## src/rtl/sr_debounce_ctrl_if.sv

```systemverilog
// Raw set/reset requests in, conditioned SR state and strobes out.
interface sr_debounce_ctrl_if;
    logic s_raw;
    logic r_raw;
    logic s_clean;
    logic r_clean;
    logic set_pulse;
    logic reset_pulse;
    logic q;
    logic qbar;
    logic conflict;

    modport master (
        output s_raw, r_raw,
        input  s_clean, r_clean, set_pulse, reset_pulse,
        input  q, qbar, conflict
    );

    modport slave (
        input  s_raw, r_raw,
        output s_clean, r_clean, set_pulse, reset_pulse,
        output q, qbar, conflict
    );
endinterface

```

## src/rtl/sr_debounce_ctrl.sv

```systemverilog
// Synchronise, debounce and resolve raw set/reset into a registered q/qbar.
module sr_debounce_ctrl #(
    parameter int CNT_W    = 16,
    parameter int DEBOUNCE = 50000,
    parameter int PRIO     = 0
) (
    input logic             clk,
    input logic             rst_n,
    sr_debounce_ctrl_if.slave bus
);

    localparam logic [CNT_W-1:0] CNT_MAX = CNT_W'(DEBOUNCE - 1);

    // Bit 0 is the set channel, bit 1 the reset channel.
    logic [1:0]       raw;
    logic [1:0]       sync1_q;
    logic [1:0]       sync2_q;
    logic [1:0]       clean_q;
    logic [1:0]       clean_d;
    logic [1:0]       pulse_q;
    logic [1:0]       pulse_d;
    logic [CNT_W-1:0] cnt_q [2];
    logic [CNT_W-1:0] cnt_d [2];
    logic             state_q;
    logic             state_d;
    logic             conflict_q;
    logic             conflict_d;
    logic             s_c;
    logic             r_c;

    assign raw = {bus.r_raw, bus.s_raw};
    assign s_c = clean_q[0];
    assign r_c = clean_q[1];

    always_comb begin
        clean_d = clean_q;
        for (int i = 0; i < 2; i++) begin
            cnt_d[i] = '0;
            if (sync2_q[i] != clean_q[i]) begin
                if (cnt_q[i] == CNT_MAX) begin
                    clean_d[i] = sync2_q[i];
                end else begin
                    cnt_d[i] = cnt_q[i] + CNT_W'(1);
                end
            end
        end
        pulse_d = clean_d & ~clean_q;
    end

    // Both-high resolution; unknown PRIO values fall back to reset-wins.
    always_comb begin
        state_d    = state_q;
        conflict_d = s_c & r_c;
        unique case (1'b1)
            (s_c & ~r_c): state_d = 1'b1;
            (~s_c & r_c): state_d = 1'b0;
            (s_c & r_c): begin
                if (PRIO == 1) begin
                    state_d = 1'b1;
                end else if (PRIO == 2) begin
                    state_d = state_q;
                end else begin
                    state_d = 1'b0;
                end
            end
            default: state_d = state_q;
        endcase
    end

    always_ff @(posedge clk or negedge rst_n) begin
        if (!rst_n) begin
            sync1_q    <= '0;
            sync2_q    <= '0;
            clean_q    <= '0;
            pulse_q    <= '0;
            cnt_q      <= '{default: '0};
            state_q    <= 1'b0;
            conflict_q <= 1'b0;
        end else begin
            sync1_q    <= raw;
            sync2_q    <= sync1_q;
            clean_q    <= clean_d;
            pulse_q    <= pulse_d;
            cnt_q      <= cnt_d;
            state_q    <= state_d;
            conflict_q <= conflict_d;
        end
    end

    assign bus.s_clean     = clean_q[0];
    assign bus.r_clean     = clean_q[1];
    assign bus.set_pulse   = pulse_q[0];
    assign bus.reset_pulse = pulse_q[1];
    assign bus.q           = state_q;
    assign bus.qbar        = ~state_q;
    assign bus.conflict    = conflict_q;

endmodule

```

## src/flat_wrapper.sv

```systemverilog
// flat-port wrapper written by rule: the top's interface ports become plain ports
module sr_debounce_ctrl_flat 
#(
    parameter int CNT_W    = 16,
    parameter int DEBOUNCE = 50000,
    parameter int PRIO     = 0
)
  (clk, rst_n, bus_s_raw, bus_r_raw, bus_s_clean, bus_r_clean, bus_set_pulse, bus_reset_pulse, bus_q, bus_qbar, bus_conflict);
  sr_debounce_ctrl_if bus_i ();
  input logic clk;
  input logic rst_n;
  input wire logic [$bits(bus_i.s_raw)-1:0] bus_s_raw;
  input wire logic [$bits(bus_i.r_raw)-1:0] bus_r_raw;
  output wire logic [$bits(bus_i.s_clean)-1:0] bus_s_clean;
  output wire logic [$bits(bus_i.r_clean)-1:0] bus_r_clean;
  output wire logic [$bits(bus_i.set_pulse)-1:0] bus_set_pulse;
  output wire logic [$bits(bus_i.reset_pulse)-1:0] bus_reset_pulse;
  output wire logic [$bits(bus_i.q)-1:0] bus_q;
  output wire logic [$bits(bus_i.qbar)-1:0] bus_qbar;
  output wire logic [$bits(bus_i.conflict)-1:0] bus_conflict;
  assign bus_i.s_raw = bus_s_raw;
  assign bus_i.r_raw = bus_r_raw;
  assign bus_s_clean = bus_i.s_clean;
  assign bus_r_clean = bus_i.r_clean;
  assign bus_set_pulse = bus_i.set_pulse;
  assign bus_reset_pulse = bus_i.reset_pulse;
  assign bus_q = bus_i.q;
  assign bus_qbar = bus_i.qbar;
  assign bus_conflict = bus_i.conflict;
  sr_debounce_ctrl #(.CNT_W(CNT_W), .DEBOUNCE(DEBOUNCE), .PRIO(PRIO)) u_core (.clk(clk), .rst_n(rst_n), .bus(bus_i));
endmodule
```

## config.mk

```make
export PLATFORM = sky130hd
export DESIGN_NAME = sr_debounce_ctrl_flat
export DESIGN_NICKNAME = d
export VERILOG_FILES = /design/src/rtl/sr_debounce_ctrl_if.sv /design/src/rtl/sr_debounce_ctrl.sv /design/src/flat_wrapper.sv
export SDC_FILE = /design/constraint.sdc
export NUM_CORES = 1
export LEC_CHECK = 0
export CORE_MARGIN = 2
export CORE_UTILIZATION = 50
export CTS_CLUSTER_SIZE = 20
export DETAILED_ROUTE_END_ITERATION = 12
export GPL_ROUTABILITY_DRIVEN = 0
export PLACE_DENSITY_LB_ADDON = 0.08
export SYNTH_ARGS = -nofsm -noshare
export SYNTH_HDL_FRONTEND = slang
export SYNTH_SLANG_ARGS = --single-unit
```

## constraint.sdc

```tcl
create_clock -name clk -period 4.69 [get_ports clk]
set_input_delay 0.7035 -clock clk [delete_from_list [all_inputs] [get_ports clk]]
set_output_delay 0.7035 -clock clk [all_outputs]
set_load 0.005 [all_outputs]
```

==> impl_metrics.toml <==
[status]
status = "finished, final reports clean"

[timing]
hold_ws_ns = 0.3601
worst_slew_margin_rel_pct = 39.30
period_needed_ns = 2.018
count_of_final_setup_violators = 0
fin_worst_skew_ns = 0.006076
tightest_slew_ns = 0.9105
share_of_the_cycle_needed_by_the_critical_path_after_routing_pct = 43.02
finalSetupTns_ns = 0
final_max_slew_viol_count = 0
grt_setup_unrepaired = "false"
hold_viol_final = 0
max_clock_freq_ghz = 0.4957

[route]
detail-route-antenna-nets = 0
dr_total_vias = 1301
wire_per_inst_um = 14.63
totalWireLength_mm = 3.512
route.detailed.drc = 0
drtPass1Iterations = 4
drt-initial-drc-count = 58
avgViaCountPerCell = 5.421

[synthesis]
yosys.area_share.adder_pct = 1.311
syn_area_um2 = 1909
post_synth_inst_count = 178
combinational_family_with_the_most_area_after_synthesis = "simple AND/OR/NAND/NOR gates"
yosys-mux-area-fraction_pct = 1.180
synth_top_cell_by_area = "sky130_fd_sc_hd__dfrtp_1"
synthDominantCellAreaShare_pct = 55.05
synthSimpleGateAreaFrac_pct = 24.57
post_synth_main_area_contributors = "sky130_fd_sc_hd__dfrtp_1, sky130_fd_sc_hd__xnor2_1, sky130_fd_sc_hd__nor2_1"
synth_sequential_area_ratio_pct = 55.05
synthArstFlopShare_pct = 100.0
post_synth_xor_area_fraction_pct = 13.30
count_of_synthesis_stage_warnings_from_yosys = 0
syn_area_per_cell_um2 = 10.73
post_synth_edffs = 0
synth-compound-area-share_pct = 2.097
synth_top_flop_cell = "sky130_fd_sc_hd__dfrtp_1"
synth_nets = 184
postSynthRegisterBits = 42
synthDistinctLibCells = 30

[global_route]
grtUsageTotal_pct = 19.79
maximum_number_of_pins_on_one_net_before_global_route_repair = 43
antenna_found_initial = 0
grt-ovfl-total = 0
global_route_wire_length_before_repair_mm = 6.423
first_global_vias = 1329

[power]
power.density_cell_area_nw_per_um2 = 316.0
vdd_ir_drop_max_v = 0.0001803
static-leakage-power_nw = 0.8904

[clock_tree]
clkSlewWorstSetupHoldPaths_ns = 0.08
cts_num_sinks = 42
clock_tree.buffer_depth = 2
htreeDepth = 2
ctsHoldBuffers = 0
cts_tree = "done"
worstSkewPairLatency_ns = 0.29
cts_repair_resize_count = 0
cts_buffers = 5
post-cts-setup-buffer-count = 0
clock_root_buffer_master = "sky130_fd_sc_hd__clkbuf_8"

[setup_path]
timing.critical_path.cells = "or3_1, o41ai_4, nor2_1"
timing.critical_path.max_delay_family = "compound AO/OA/AOI/OAI gates"
critical_path.slowest_cell = "sky130_fd_sc_hd__o41ai_4"
critical_path_s_largest_stage_delay_ns = 0.85
start_kind = "register"
endpoint_kind_of_the_worst_setup_timing_path = "register"
worstPathBufferInverterCount = 0
worst_ep_arrival_time_ns = 2.16
worstPathMaxFanout = 16
critical_path_required_ns = 4.83
worstSetupPathType = "reg -> reg"

[final_layout]
drive_above_1_share_pct = 6.771
final_cell_mix = "sky130_fd_sc_hd__dfrtp_1, sky130_fd_sc_hd__nor2_1, sky130_fd_sc_hd__xnor2_1"
flow.area_growth_from_synthesis_pct = 12.58
post-route-cell-area_um2 = 2150
nets = 197
final_common_cell = "sky130_fd_sc_hd__dfrtp_1"
layout.area.seq_um2 = 1051
multiInputGateArea_um2 = 810.8
n_fill_cell = 323
antenna_diode_count = 0

[place]
placement.cell_area_um2 = 2039
placement.io_buffers = 10
detailedPlacementHpwl_mm = 2.350

[die]
num_rows = 22
top_level_ports = 11
dieHeight_um = 65.80
die_area_um2 = 4329
core_region_area_um2 = 3661
dieWidth_um = 65.80
start_util_pct = 52.15

[flow_run]
max_cap_violations = 0

[min_path]
hold_path.class = "reg -> reg"
-- sequential cells by signal, indices dropped and copies added (netlist names) --
register,count
u_core.cnt_q,32
u_core.pulse_q,2
u_core.clean_q,2
u_core.bus.q,1
u_core.sync1_q,2
u_core.sync2_q,2
u_core.bus.conflict,1
-- final cells by class --
type / instances / area share (%)
clock buffers: 6 / 3.376
clock inverters: 2 / 1.746
inverters: 6 / 1.048
multi-input cells: 126 / 37.72
flip-flops and latches: 42 / 48.89
well taps: 48 / 2.794
repair buffers: 10 / 4.424
-- per-layer routing --
layer	vias up	part of all wire (%)	GRT usage, %
li1	634	-	-
met5	-	0	0
met3	7	4.4	6.474
met2	28	45	28.28
met4	0	1.6	7.292
met1	632	49	28.10
-- cell usage after synthesis, types with 2 or more instances --
master	number
sky130_fd_sc_hd__nor4_1	7
sky130_fd_sc_hd__and3_1	3
sky130_fd_sc_hd__buf_2	2
sky130_fd_sc_hd__ha_1	2
sky130_fd_sc_hd__nand3_1	9
sky130_fd_sc_hd__dfrtp_1	42
sky130_fd_sc_hd__nor2_1	38
sky130_fd_sc_hd__mux2_2	2
sky130_fd_sc_hd__inv_1	6
sky130_fd_sc_hd__and2_1	2
sky130_fd_sc_hd__nand2_1	5
sky130_fd_sc_hd__xor2_1	8
sky130_fd_sc_hd__nor3_1	5
sky130_fd_sc_hd__xnor2_1	21
sky130_fd_sc_hd__nand4_1	10
sky130_fd_sc_hd__nor4bb_1	2
-- report_power, final --
group          leakage, nW  internal (mW)  switching (mW)
sequential           0.573          0.368         0.00524
clock               0.0514          0.159           0.126
combinational        0.266        0.00691          0.0144
total                0.890          0.533           0.146
-- logic make-up (layout without fill, tap and decap cells) --
kind of cell | count (synthesis) | count (layout)
fa+ha+maj | 2 | 2
mux | 2 | 2
simple gates | 90 | 90
compound gates | 3 | 3
buf+inv | 10 | 24
xor+xnor | 29 | 29
flops | 42 | 42
-- metrics by stage --
stage | cells | power [mW] | setup slack, ns | util, %
finish | 240 | 0.6794 | 2.673 | 58.71
global route | 240 | 0.7047 | 2.557 | 58.71
CTS | 240 | 0.6834 | 2.665 | 58.71
detailed placement | 232 | 0.4025 | 2.665 | 55.71
global placement | 232 | 0.4008 | 2.773 | 55.71
floorplan | 178 | 0.3907 | 3.038 | -
-- worst paths after layout --
kind / endpoint / cells after the start / slack (ns) / start
worst max-delay path: u_core.cnt_q[14] / 3 / 2.67 / u_core.cnt_q[10]
worst min-delay path: u_core.sync2_q[0] / 0 / 0.36 / u_core.sync1_q[0]
worst max register to register: u_core.cnt_q[14] / 3 / 2.67 / u_core.cnt_q[10]
worst min register to register: u_core.sync2_q[0] / 0 / 0.36 / u_core.sync1_q[0]
max in group asynchronous: u_core.cnt_q[12] / 1 / 3.58 / rst_n
min in group asynchronous: u_core.cnt_q[24] / 1 / 0.53 / rst_n
Note: power is estimated with default switching activity, not from simulation.
